==> src/rtl/wormhole_port_allocator_if.sv <==
`default_nettype none
// ============================================================================
// Module   : wormhole_port_allocator_if
// Brief    : Request/flit/credit inputs and grant/status outputs of one
//            router output-port allocator.
// Revision : 1.0
// ============================================================================
interface wormhole_port_allocator_if #(
    parameter int CREDITS = 4
) ();
    logic [4:0]                     req;
    logic [14:0]                    flit_id;
    logic                           credit_in;
    logic [4:0]                     grant;
    logic [2:0]                     sel;
    logic                           xfer;
    logic [$clog2(CREDITS+1)-1:0]   credits;
    logic                           timeout;

    // Route computation / downstream side
    modport master (
        output req, flit_id, credit_in,
        input  grant, sel, xfer, credits, timeout
    );

    // Allocator side
    modport slave (
        input  req, flit_id, credit_in,
        output grant, sel, xfer, credits, timeout
    );
endinterface
`default_nettype wire

==> src/rtl/wormhole_port_allocator.sv <==
`default_nettype none
// ============================================================================
// Module   : wormhole_port_allocator
// Brief    : Round-robin wormhole allocator for one output shared by five
//            inputs, with credit flow control and a stall watchdog.
// Revision : 1.0
// ============================================================================
module wormhole_port_allocator #(
    parameter int CREDITS = 4,
    parameter int TIMEOUT = 255
) (
    input  wire logic                       clk,
    input  wire logic                       rst,
    wormhole_port_allocator_if.slave        bus
);
    localparam int              CW           = $clog2(CREDITS + 1);
    localparam logic [CW-1:0]   C_CRED_MAX   = CW'(CREDITS);
    localparam logic [11:0]     C_STALL_LAST = 12'(TIMEOUT - 1);

    typedef enum logic [0:0] {
        ST_IDLE   = 1'b0,
        ST_LOCKED = 1'b1
    } state_t;

    state_t          state_q, state_d;
    logic [2:0]      owner_q, owner_d;
    logic [2:0]      last_q,  last_d;
    logic [CW-1:0]   credits_q, credits_d;
    logic [11:0]     stall_q, stall_d;
    logic            timeout_q, timeout_d;

    logic [2:0]      w_winner;
    logic [2:0]      w_flit;
    logic            w_xfer;

    // Descending scan so the port closest after last_q is assigned last and wins
    always_comb begin
        w_winner = 3'd0;
        for (int k = 5; k >= 1; k--) begin
            int idx;
            idx = (int'(last_q) + k) % 5;
            if (bus.req[3'(idx)]) begin
                w_winner = 3'(idx);
            end
        end
    end

    assign w_flit = bus.flit_id[{1'b0, owner_q} * 4'd3 +: 3];
    assign w_xfer = (state_q == ST_LOCKED) && bus.req[owner_q] && (credits_q != '0);

    always_comb begin
        state_d   = state_q;
        owner_d   = owner_q;
        last_d    = last_q;
        credits_d = credits_q;
        stall_d   = stall_q;
        timeout_d = 1'b0;

        // A simultaneous consume and return leaves the count unchanged
        if (w_xfer && !bus.credit_in) begin
            credits_d = credits_q - 1'b1;
        end else if (bus.credit_in && !w_xfer && (credits_q != C_CRED_MAX)) begin
            credits_d = credits_q + 1'b1;
        end

        case (state_q)
            ST_IDLE: begin
                stall_d = 12'd0;
                if (bus.req != 5'd0) begin
                    state_d = ST_LOCKED;
                    owner_d = w_winner;
                end
            end
            ST_LOCKED: begin
                if (w_xfer) begin
                    stall_d = 12'd0;
                    if (w_flit[2]) begin
                        state_d = ST_IDLE;
                        last_d  = owner_q;
                    end
                end else if (stall_q == C_STALL_LAST) begin
                    state_d   = ST_IDLE;
                    last_d    = owner_q;
                    stall_d   = 12'd0;
                    timeout_d = 1'b1;
                end else begin
                    stall_d = stall_q + 12'd1;
                end
            end
            default: begin
                state_d = ST_IDLE;
            end
        endcase
    end

    always_ff @(posedge clk) begin
        if (rst) begin
            state_q   <= ST_IDLE;
            owner_q   <= 3'd0;
            last_q    <= 3'd4;
            credits_q <= C_CRED_MAX;
            stall_q   <= 12'd0;
            timeout_q <= 1'b0;
        end else begin
            state_q   <= state_d;
            owner_q   <= owner_d;
            last_q    <= last_d;
            credits_q <= credits_d;
            stall_q   <= stall_d;
            timeout_q <= timeout_d;
        end
    end

    assign bus.grant   = (state_q == ST_LOCKED) ? (5'd1 << owner_q) : 5'd0;
    assign bus.sel     = (state_q == ST_LOCKED) ? owner_q : 3'd0;
    assign bus.xfer    = w_xfer;
    assign bus.credits = credits_q;
    assign bus.timeout = timeout_q;

endmodule
`default_nettype wire

==> src/flat_wrapper.sv <==
// flat-port wrapper written by rule: the top's interface ports become plain ports
module wormhole_port_allocator_flat 
#(
    parameter int CREDITS = 4,
    parameter int TIMEOUT = 255
)
  (clk, rst, bus_req, bus_flit_id, bus_credit_in, bus_grant, bus_sel, bus_xfer, bus_credits, bus_timeout);
  wormhole_port_allocator_if #(.CREDITS(CREDITS)) bus_i ();
  input  wire logic clk;
  input  wire logic rst;
  input wire logic [$bits(bus_i.req)-1:0] bus_req;
  input wire logic [$bits(bus_i.flit_id)-1:0] bus_flit_id;
  input wire logic [$bits(bus_i.credit_in)-1:0] bus_credit_in;
  output wire logic [$bits(bus_i.grant)-1:0] bus_grant;
  output wire logic [$bits(bus_i.sel)-1:0] bus_sel;
  output wire logic [$bits(bus_i.xfer)-1:0] bus_xfer;
  output wire logic [$bits(bus_i.credits)-1:0] bus_credits;
  output wire logic [$bits(bus_i.timeout)-1:0] bus_timeout;
  assign bus_i.req = bus_req;
  assign bus_i.flit_id = bus_flit_id;
  assign bus_i.credit_in = bus_credit_in;
  assign bus_grant = bus_i.grant;
  assign bus_sel = bus_i.sel;
  assign bus_xfer = bus_i.xfer;
  assign bus_credits = bus_i.credits;
  assign bus_timeout = bus_i.timeout;
  wormhole_port_allocator #(.CREDITS(CREDITS), .TIMEOUT(TIMEOUT)) u_core (.clk(clk), .rst(rst), .bus(bus_i));
endmodule
==> config.mk <==
export PLATFORM = sky130hd
export DESIGN_NAME = wormhole_port_allocator_flat
export DESIGN_NICKNAME = d
export VERILOG_FILES = /design/src/rtl/wormhole_port_allocator_if.sv /design/src/rtl/wormhole_port_allocator.sv /design/src/flat_wrapper.sv
export SDC_FILE = /design/constraint.sdc
export NUM_CORES = 1
export LEC_CHECK = 0
export ABC_AREA = 1
export CAP_MARGIN = 20
export CORE_MARGIN = 5
export CORE_UTILIZATION = 51
export CTS_CLUSTER_DIAMETER = 100
export DETAILED_ROUTE_END_ITERATION = 16
export GPL_TIMING_DRIVEN = 0
export PLACE_DENSITY_LB_ADDON = 0.1
export SYNTH_ARGS = -nofsm -noshare
export SYNTH_HDL_FRONTEND = slang
export SYNTH_SLANG_ARGS = --single-unit
==> constraint.sdc <==
create_clock -name clk -period 3.75 [get_ports clk]
set_input_delay 0.375 -clock clk [delete_from_list [all_inputs] [get_ports clk]]
set_output_delay 0.375 -clock clk [all_outputs]
set_load 0.005 [all_outputs]
==> results of run 1 <==
==> worst max path at each step <==
stage / slack (ns) / cells after the start / to
after floorplan: 0.12 / 25 / u_core.owner_q[1]$_SDFFE_PP0P_
after global placement: -0.53 / 25 / u_core.owner_q[1]$_SDFFE_PP0P_
after detailed placement: -0.61 / 25 / u_core.owner_q[1]$_SDFFE_PP0P_
after CTS: 0.04 / 25 / u_core.owner_q[1]$_SDFFE_PP0P_
after global routing: -0.007 / 25 / u_core.owner_q[1]$_SDFFE_PP0P_
final: 0.36 / 25 / u_core.owner_q[1]$_SDFFE_PP0P_
==> worst reg2reg max path: stages (launching register included) <==
cell and delay (ns):
dfxtp_4 0.39, buf_6 0.15, inv_4 0.09, ha_4 0.30, ha_1 0.22, inv_1 0.06, nand4_1 0.14, nand2_2 0.12
xor2_2 0.18, ha_1 0.19, inv_1 0.05, or2_2 0.27, nand3_2 0.11, nand2_2 0.09, nand2_1 0.11, nand2_1 0.08
nand3_1 0.10, nand3_1 0.11, nand3_1 0.10, nand2_1 0.05, nand2_1 0.06, nand2_1 0.05, nand2_1 0.07, nand2_1 0.05
nand2_1 0.08, a21oi_2 0.05
==> flip-flops by register name, indices dropped and copies added, names as in the netlist <==
register,cells
u_core.stall_q,12
u_core.bus.credits,3
u_core.last_q,3
u_core.owner_q,3
u_core.bus.timeout,1
u_core.state_q,1
==> cell families after synthesis <==
logic type	Yosys count
simple gates	224
flops	23
fa+ha+maj	30
mux	1
compound gates	77
buf+inv	67
xor+xnor	10
==> power by group <==
| group | total (W) | switching, W | leakage, nW | internal [W] |
|---|---|---|---|---|
| sequential | 0.000334 | 0.0000532 | 0.189 | 0.000281 |
| combinational | 0.00188 | 0.00117 | 1.26 | 0.000717 |
| clock | 0.000154 | 0.0000799 | 0.0255 | 0.0000742 |
| total | 0.00237 | 0.00130 | 1.48 | 0.00107 |
==> final cells by class <==
type / instances / area, sq um
Timing Repair Buffer: 39 / 375.4
Buffer: 6 / 30.03
Sequential cell: 23 / 467.9
Clock inverter: 1 / 5.005
Tap cell: 70 / 87.58
Multi-Input combinational cell: 342 / 2004
Fill cell: 496 / 1861
Inverter: 61 / 235.2
Clock buffer: 3 / 41.29
==> layer usage <==
metal  vias to the layer above  global-route usage
met5                         -                   0
met4                         0             0.02941
met3                         2             0.02820
met2                        55              0.3237
met1                      1261              0.2854
li1                       1504                   -
==> what timing repair did <==
item                       4_1_cts  5_1_grt
setup endpoints to repair        3        3
gates resized for setup          7        8
buffers inserted                 0        6
pin swaps                        0        1
==> metrics by stage <==
step                      total power, W  cells  area, sq um    util  setup slack, ns
final                           0.002371    545         3247  0.6357           0.3645
after global routing            0.002674    545         3247  0.6357        -0.006594
after CTS                       0.002322    539         3174  0.6215          0.04313
after detailed placement        0.002137    535         3100  0.6071          -0.6110
after global placement          0.002097    535         3100  0.6071          -0.5316
after floorplan                 0.001737    432         2683       -           0.1204
==> layout by cell type, fill, tap and decap left out, types with 4 or more instances in the layout <==
master           count
clkdlybuf4s50_1     33
nand3_1             43
nand4_1              5
a21oi_2              5
clkbuf_1             5
nor3_1               7
ha_1                26
inv_2                4
xor2_1               5
a21oi_1             27
nand3_2              7
nor2_1              26
nand2_1            115
o21ai_1              6
or2_2                5
o21ai_0             23
dfxtp_1             21
nand2_2              8
inv_1               55
buf_4                6
==> reports/qor.csv, run 1 <==
metric,value,unit
synth_commonest_cells,"nand2_1 (116), inv_1 (56), nand3_1 (43)",
cts_root_buf,clkbuf_8,
slew_viol_final,0,
status,finished clean,
max-vdd-ir-drop,0.0003377,V
hold_path.startpoint,u_core.stall_q[3]$_SDFF_PP0_,
hold_viol,0,
netlist_instances,432,
synth_top_area_cell,dfxtp_1,
vias_per_cell,5.178,
hpwlAfterDp,5142,microns
arrival,3.55,ns
wire_per_inst,11.84,microns
clock_skew,0.007644,ns
die_area,6810,sq um
finalSetupTns,0,ns
route.detailed.drc,0,
die-height,82.53,microns
initial_utilization,0.5252,
antenna_found_initial,0,
slew_headroom,0.6554,
dr_wl_met3,315,microns
r2r_slack,0.36,ns
hold_buffers,0,
ys_types,38,
tightest_slew,0.5129,ns
synth-simple-area-share,0.3815,
cpPeakStageDelay,0.39,ns
cp-start-kind,flip-flop,
synth-main-ff-cell,dfxtp_1,
area_growth,21.04,%
synth-edff-count,0,
grt_setup_unrepaired,true,
place_congestion,0.9179,
ant_nets,0,
fin_crit,3.385,ns
clock_latency,0.27,ns
grt_pass1_vias,2490,
synth-seq-area-share,0.1716,
numCtsBuffers,3,
finalWirelength,6454,microns
cts_tree,yes,
yosysMostFrequentCell,nand2_1,
ys_ff_latch,23,
synthAdderAreaFrac,0.1455,
fp.dieW,82.53,microns
h-tree-depth,1,
path_clk_slew,0.08,ns
hold-worst-slack,0.4775,ns
grt_max_degree,14,
critical_path_required,3.92,ns
synth-compound-area-share,0.1679,
cts.sinks,23,
antenna_cells,0,
crit_fanout,11,
vias,2822,
crit_type,flip-flop to flip-flop,
layout.nets,529,
final_layout_size_suffix_gt1_frac,0.1095,
crit_path_frequent_cell,nand2_1,
synth_xor_area_frac,0.03545,
whs_path_depth,2,
overflow,0,
r2r_start,u_core.last_q[0]$_SDFFE_PP0P_,
postSynthAreaPerCell,6.210,sq um
ys_top_cells_by_area,"dfxtp_1 (17%), nand2_1 (16%), ha_1 (13%)",
wl_met1,3236,microns
synth_mux_area_frac,0.003731,
grtUsageTotal,0.1994,
worst-path-buf-inv,4,
maxCapViolCount,0,
timing.rr.end,u_core.owner_q[1]$_SDFFE_PP0P_,
synth_area,2683,sq um
drt_iter0_drc,131,
min_to,u_core.stall_q[3]$_SDFF_PP0_,
startpoint,u_core.last_q[0]$_SDFFE_PP0P_,
min_path_type,flip-flop to flip-flop,
cpMaxStageDelayCell,dfxtp_4,
dr.pass1.iters,4,
ys.warnings.count,0,
r2r_cells,25,
setup_viol,0,
fin_crit_sh,0.9028,
fmax,0.2954,GHz
p_per_area,730.4,nW/um^2
port-buffer-count,33,
crit_family,simple AND/OR/NAND/NOR gates,
end_kind,flip-flop,
grt_pass1_wl,10960,microns
cellLeakagePower,1.479,nW
cts_max_path_buffers,2,
synthesis.nets,485,
highest_layer,met4,
synth-async-reset-ratio,0,
wl_met2,2889,microns
io_pins,36,
synth_top_family_by_area,simple AND/OR/NAND/NOR gates,
synth_top_area_frac,0.1716,
core-area,5107,sq um
num_rows,26,
Power figures use the tool's default switching activity.
==> run 2, diff against run 1 <==
--- a/config.mk
+++ b/config.mk
@@ -11,6 +11,7 @@
 export CORE_UTILIZATION = 51
 export CTS_CLUSTER_DIAMETER = 100
 export DETAILED_ROUTE_END_ITERATION = 16
+export GPL_ROUTABILITY_DRIVEN = 0
 export GPL_TIMING_DRIVEN = 0
 export PLACE_DENSITY_LB_ADDON = 0.1
 export SYNTH_ARGS = -nofsm -noshare
==> results of run 2 <==
No change in the layout: final DEF, timing and power equal those of run 1.
